$ cat src/rtl/clk_disp_pkg.sv
// rtl/clk_disp_pkg.sv - shared constants and types for the 6-digit scanned clock display
// Contents:
//   NUM_DIGITS          number of multiplexed digit slots
//   SEG_0..SEG_9        active-low {g,f,e,d,c,b,a} codes for decimal digits
//   SEG_DASH, SEG_BLANK codes for an invalid nibble and for a dark digit
//   slot_t, SLOT_*      digit-slot index type and slot names
package clk_disp_pkg;

  localparam int NUM_DIGITS = 6;

  localparam logic [6:0] SEG_0     = 7'h40;
  localparam logic [6:0] SEG_1     = 7'h79;
  localparam logic [6:0] SEG_2     = 7'h24;
  localparam logic [6:0] SEG_3     = 7'h30;
  localparam logic [6:0] SEG_4     = 7'h19;
  localparam logic [6:0] SEG_5     = 7'h12;
  localparam logic [6:0] SEG_6     = 7'h02;
  localparam logic [6:0] SEG_7     = 7'h78;
  localparam logic [6:0] SEG_8     = 7'h00;
  localparam logic [6:0] SEG_9     = 7'h10;
  localparam logic [6:0] SEG_DASH  = 7'h3F;
  localparam logic [6:0] SEG_BLANK = 7'h7F;

  typedef logic [2:0] slot_t;

  localparam slot_t SLOT_SEC_U = 3'd0;
  localparam slot_t SLOT_SEC_T = 3'd1;
  localparam slot_t SLOT_MIN_U = 3'd2;
  localparam slot_t SLOT_MIN_T = 3'd3;
  localparam slot_t SLOT_HR_U  = 3'd4;
  localparam slot_t SLOT_HR_T  = 3'd5;

endpackage

$ cat src/rtl/bcd_to_seg7.sv
// rtl/bcd_to_seg7.sv - combinational BCD nibble to active-low 7-segment decoder
// Ports:
//   nibble  in  4  BCD digit; values above 9 decode to a dash
//   seg     out 7  active-low {g,f,e,d,c,b,a}
module bcd_to_seg7
  import clk_disp_pkg::*;
(
  input  logic [3:0] nibble,
  output logic [6:0] seg
);

  always_comb begin
    seg = SEG_DASH;
    case (nibble)
      4'd0:    seg = SEG_0;
      4'd1:    seg = SEG_1;
      4'd2:    seg = SEG_2;
      4'd3:    seg = SEG_3;
      4'd4:    seg = SEG_4;
      4'd5:    seg = SEG_5;
      4'd6:    seg = SEG_6;
      4'd7:    seg = SEG_7;
      4'd8:    seg = SEG_8;
      4'd9:    seg = SEG_9;
      default: seg = SEG_DASH;
    endcase
  end

endmodule

$ cat src/rtl/bcd_scan_display.sv
// rtl/bcd_scan_display.sv - 6-digit multiplexed common-anode display driver for hh:mm:ss BCD
// Ports:
//   clk       in  1  system clock, rising edge
//   rst_n     in  1  asynchronous active-low reset
//   sec_bcd   in  8  seconds {tens, units}
//   min_bcd   in  8  minutes {tens, units}
//   hour_bcd  in  8  hours {tens, units}
//   blink_en  in  1  separator dots blink when set, steady on when clear
//   hbz_en    in  1  blank the hour-tens digit when it is zero
//   seg       out 8  active-low {dp, g, f, e, d, c, b, a}
//   an        out 6  active-low digit enables, an[i] = slot i
module bcd_scan_display
  import clk_disp_pkg::*;
#(
  parameter int REFRESH_DIV  = 50000,
  parameter int GHOST_CYC    = 8,
  parameter int BLINK_FRAMES = 64
) (
  input  logic       clk,
  input  logic       rst_n,
  input  logic [7:0] sec_bcd,
  input  logic [7:0] min_bcd,
  input  logic [7:0] hour_bcd,
  input  logic       blink_en,
  input  logic       hbz_en,
  output logic [7:0] seg,
  output logic [5:0] an
);

  localparam int PW = $clog2(REFRESH_DIV);
  localparam int BW = (BLINK_FRAMES > 1) ? $clog2(BLINK_FRAMES) : 1;

  localparam logic [PW-1:0] PRESC_LAST = PW'(REFRESH_DIV - 1);
  localparam logic [PW-1:0] GHOST_END  = PW'(GHOST_CYC);
  localparam logic [BW-1:0] BLINK_LAST = BW'(BLINK_FRAMES - 1);
  localparam slot_t         LAST_SLOT  = slot_t'(NUM_DIGITS - 1);

  logic [PW-1:0] presc;
  slot_t         idx;
  logic [BW-1:0] blink_cnt;
  logic          dot_phase;
  logic [23:0]   shadow;

  logic          slot_end;
  logic          frame_wrap;
  logic [3:0]    nibble;
  logic [6:0]    dec_seg;
  logic [6:0]    digit_seg;
  logic          dp_n;
  logic          ghost;
  logic [5:0]    an_next;
  logic [7:0]    seg_next;

  assign slot_end   = (presc == PRESC_LAST);
  assign frame_wrap = slot_end && (idx == LAST_SLOT);

  // Scan timing, frame snapshot and blink phase. The snapshot, index wrap and
  // blink update share the frame-wrap edge so slot 0 of a new frame always
  // shows the freshly captured time.
  always_ff @(posedge clk or negedge rst_n) begin
    if (!rst_n) begin
      presc     <= '0;
      idx       <= SLOT_SEC_U;
      blink_cnt <= '0;
      dot_phase <= 1'b1;
      shadow    <= '0;
    end else begin
      presc <= slot_end ? '0 : presc + 1'b1;
      if (slot_end) begin
        idx <= (idx == LAST_SLOT) ? SLOT_SEC_U : idx + 3'd1;
      end
      if (frame_wrap) begin
        shadow <= {hour_bcd, min_bcd, sec_bcd};
        if (blink_cnt == BLINK_LAST) begin
          blink_cnt <= '0;
          dot_phase <= ~dot_phase;
        end else begin
          blink_cnt <= blink_cnt + 1'b1;
        end
      end
    end
  end

  always_comb begin
    nibble = 4'h0;
    case (idx)
      SLOT_SEC_U: nibble = shadow[3:0];
      SLOT_SEC_T: nibble = shadow[7:4];
      SLOT_MIN_U: nibble = shadow[11:8];
      SLOT_MIN_T: nibble = shadow[15:12];
      SLOT_HR_U:  nibble = shadow[19:16];
      SLOT_HR_T:  nibble = shadow[23:20];
      default:    nibble = 4'h0;
    endcase
  end

  bcd_to_seg7 u_dec (
    .nibble (nibble),
    .seg    (dec_seg)
  );

  always_comb begin
    digit_seg = dec_seg;
    if (hbz_en && (idx == SLOT_HR_T) && (nibble == 4'h0)) begin
      digit_seg = SEG_BLANK;
    end
    // Dots sit after the hour-units and minute-units digits; blink_en=0
    // overrides the phase without disturbing the frame counter.
    dp_n = ~(((idx == SLOT_MIN_U) || (idx == SLOT_HR_U)) && (dot_phase || !blink_en));
    // All anodes off for the first cycles of a slot so the previous digit's
    // segments have settled before the next anode turns on.
    ghost    = (presc < GHOST_END);
    an_next  = ghost ? 6'h3F : ~(6'b000001 << idx);
    seg_next = ghost ? 8'hFF : {dp_n, digit_seg};
  end

  always_ff @(posedge clk or negedge rst_n) begin
    if (!rst_n) begin
      an  <= 6'h3F;
      seg <= 8'hFF;
    end else begin
      an  <= an_next;
      seg <= seg_next;
    end
  end

endmodule

$ cat config.mk
export PLATFORM = sky130hd
export DESIGN_NAME = bcd_scan_display
export DESIGN_NICKNAME = d
export VERILOG_FILES = /design/src/rtl/clk_disp_pkg.sv /design/src/rtl/bcd_to_seg7.sv /design/src/rtl/bcd_scan_display.sv
export SDC_FILE = /design/constraint.sdc
export NUM_CORES = 1
export LEC_CHECK = 0
export BUFFER_PORTS_ARGS = -buffer_cell sky130_fd_sc_hd__buf_2
export CORE_ASPECT_RATIO = 1.25
export CORE_UTILIZATION = 51
export CTS_CLUSTER_DIAMETER = 150
export DETAILED_ROUTE_END_ITERATION = 7
export GPL_ROUTABILITY_DRIVEN = 1
export PLACE_DENSITY = 0.75
export REMOVE_ABC_BUFFERS = 1
export SYNTH_ARGS = -nofsm -noshare
export SYNTH_HDL_FRONTEND = slang
export SYNTH_SLANG_ARGS = --single-unit
$ cat constraint.sdc
create_clock -name clk -period 2.4 [get_ports clk]
set_clock_uncertainty 0.05 [all_clocks]
set_input_delay 0.12 -clock clk [delete_from_list [all_inputs] [get_ports clk]]
set_output_delay 0.12 -clock clk [all_outputs]
set_load 0.02 [all_outputs]
==> impl_metrics.tcl <==
set metrics [dict create \
    status "finished with violations" \
    violations "design-rule violations" \
    synth_warnings 0 \
    numCtsBuffers 9 \
    area_delta_synth_final_pct 29.3 \
    pre_cts_slack_ns 0.00874 \
    power.total_mw 2.10 \
    yosysSeqAreaShare_pct 53.4 \
    antenna_left 0 \
    yosys.area.top_type_share_pct 40.4 \
    worstPathRequired_ns 2.61 \
    ioPinCount 42 \
    yosysTopAreaCell "dfrtp_1" \
    p_leak_nw 1.93 \
    dp_hpwl_mm 4.36 \
    cpMaxStageDelayCell "dfrtp_1" \
    setup_violations 0 \
    period_needed_ns 2.29 \
    pwr_density_cell_nw_per_um2 534 \
    cts_max_level 3 \
    grt_antenna_before_repair 0 \
    grt_pass1_vias 2246 \
    finalWorstSetupSlack_ns 0.107 \
    drc_errors 5 \
    grt-ovfl-total 0 \
    synthCells 262 \
    core_area_sq_um 5780 \
    cp_top_family "simple AND/OR/NAND/NOR gates" \
    final_cell_mix "49 x dfrtp_1, 41 x buf_2, 25 x dlygate4sd3_1" \
    start_kind "register" \
    hold_path.class "in -> reg" \
    max_cap_viol_count 0 \
    routed_via_density 5.40 \
    worstSetupEndpointType "register" \
    drt_iter0_drc 114 \
    timing.final.crit_share_pct 95.5 \
    syn-cell-area_sq_um 3030 \
    max_freq_mhz 436 \
    slew_headroom_pct 56.7 \
    dpl_cell_area_sq_um 3420 \
    drt-pass1-iter-count 6 \
    path_buf_inv 1 \
    portBuffers 41 \
    critPathKind "reg -> reg" \
    setup_tns_ns 0 \
    synthTopCellsByArea "dfrtp_1 40%, dfstp_2 13%, mux2_1 7.4%" \
    die_area_sq_um 6260 \
    synth.distinct_cells 50 \
    dieHeight_microns 88.2 \
    grt_usage_pct 22.2 \
    cpPeakStageDelay_ns 0.40 \
    final-max-slew-violation-count 0 \
    vias 2253 \
    ys.flop_type "dfrtp_1" \
    nets 382 \
    place.gp.congestion 0.838 \
    crit_path_max_fanout 5 \
    drt-wirelength-per-cell_microns 15.3 \
    path_clk_slew_ns 0.07 \
    crit_chain "and2_1, ha_1, a32o_1, or2_2, inv_4, ha_2, nand3_2, and3_1, o31ai_2" \
    worst_slew_pin_slew_ns 0.649 \
    grt_max_degree 36 \
    synth-edff-count 0 \
    num_rows 31 \
    clock_latency_ns 0.34 \
    async_flop_share_pct 100 \
    cts_tree "yes" \
    worstPathArrival_ns 2.50 \
    start_util_pct 52.5 \
    mostFrequentLayoutCell "dfrtp_1" \
    diodes 0 \
    finalHoldViolCount 0 \
    clkSinkCount 64 \
    wl_mm 6.38 \
    stdcell_area_sq_um 3920 \
    cts.path.max_buffers 2 \
    chipWidth_microns 71.0 \
    vdd_drop_max_uv 320 \
    synth_area_per_cell_sq_um 11.6 \
    drive_gt1_share_pct 31.3 \
    ys_ff_latch 64 \
    root_buffer "clkbuf_8" \
    grt_pass1_wl_mm 10.4 \
]
-- state kept, by name, summed over array words and instances, names as in the netlist --
name,count
shadow,24
presc,16
seg,8
an,6
blink_cnt,6
idx,3
dot_phase,1
-- per-layer routing --
| layer | track usage (%) | share of wire (%) | up-vias |
|---|---|---|---|
| li1 | - | - | 1087 |
| met1 | 26.4 | 42 | 1110 |
| met2 | 38.1 | 52 | 45 |
| met3 | 6.15 | 3.6 | 11 |
| met4 | 9.82 | 2.2 | 0 |
| met5 | 0 | 0 | - |
-- final timing paths --
path / start / endpoint / slack, ns / depth (start not counted)
max in group asynchronous: rst_n / an[5] / 1.32 / 3
worst max-delay path: idx[1] / seg[6] / 0.11 / 9
worst min-delay path: blink_en / seg[7] / 0.01 / 3
worst min register to register: shadow[3] / shadow[3] / 0.43 / 1
min in group asynchronous: rst_n / shadow[0] / 0.30 / 2
worst max register to register: idx[1] / seg[6] / 0.11 / 9
-- tightest hold or removal path: cells and delay by family --
kind                   cells  cell delay (ns)
buffers and inverters      1             0.09
AND/OR/NAND/NOR            1             0.08
AO/OA/AOI/OAI              1             0.08
-- stage by stage --
step	hold WS (ns)	utilization [%]	std cells
after floorplan	-0.226	-	251
after global placement	0.134	59.2	376
after detailed placement	0.132	59.2	376
after CTS	0.00548	67.1	417
after global routing	0.0336	67.9	417
final	0.0130	67.9	417
-- cell type report --
cell class,count,area [sq um]
Clock buffer,13,159
Tap cell,66,82.6
Multi-Input combinational cell,181,1380
Fill cell,435,1860
Sequential cell,64,1620
Timing Repair Buffer,84,619
Clock inverter,3,40.0
Inverter,6,25.0
-- cell usage after synthesis, drive strengths merged (2+ instances only) --
master,n
ha,8
buf,8
o31ai,2
dfrtp,49
and2,5
nand4,3
mux2i,6
nand3,14
a2bb2oi,2
a21o,2
inv,6
mux2,28
nor2,23
nor2b,2
xor2,11
o22a,2
or2,2
clkbuf,3
and3,4
a21oi,2
or3,2
xnor2,8
nand2b,2
nor4,2
or4,2
o21ai,5
a211oi,2
nor3,6
dfstp,15
nand2,20
nand3b,3
-- report_power, final --
group / total, mW / internal (mW) / leakage (nW) / switching [mW]
Clock: 0.938 / 0.534 / 0.103 / 0.404
Sequential: 1.08 / 1.08 / 0.827 / 0
Combinational: 0.0777 / 0.0456 / 0.995 / 0.0321
-- logic make-up after synthesis --
group                      count (synthesis)  synth area share [%]
AOI/OAI and AO/OA                         25                  6.60
xor gates and xnor gates                  19                  5.49
adders and majority gates                  8                  3.30
buffers and inverters                     17                  2.72
DFF                                       64                  53.4
muxes                                     34                  12.4
and+or+nand+nor                           95                  16.1
-- what timing repair did --
action                                 CTS  global route
pin swaps                                0             0
cloned                                   0             0
setup endpoints to repair                3             7
endpoints found under the hold margin   40             0
hold buffers                            25             0
gates resized for setup                  2            10
buffers inserted                         0             0
Power figures use the tool's default switching activity.
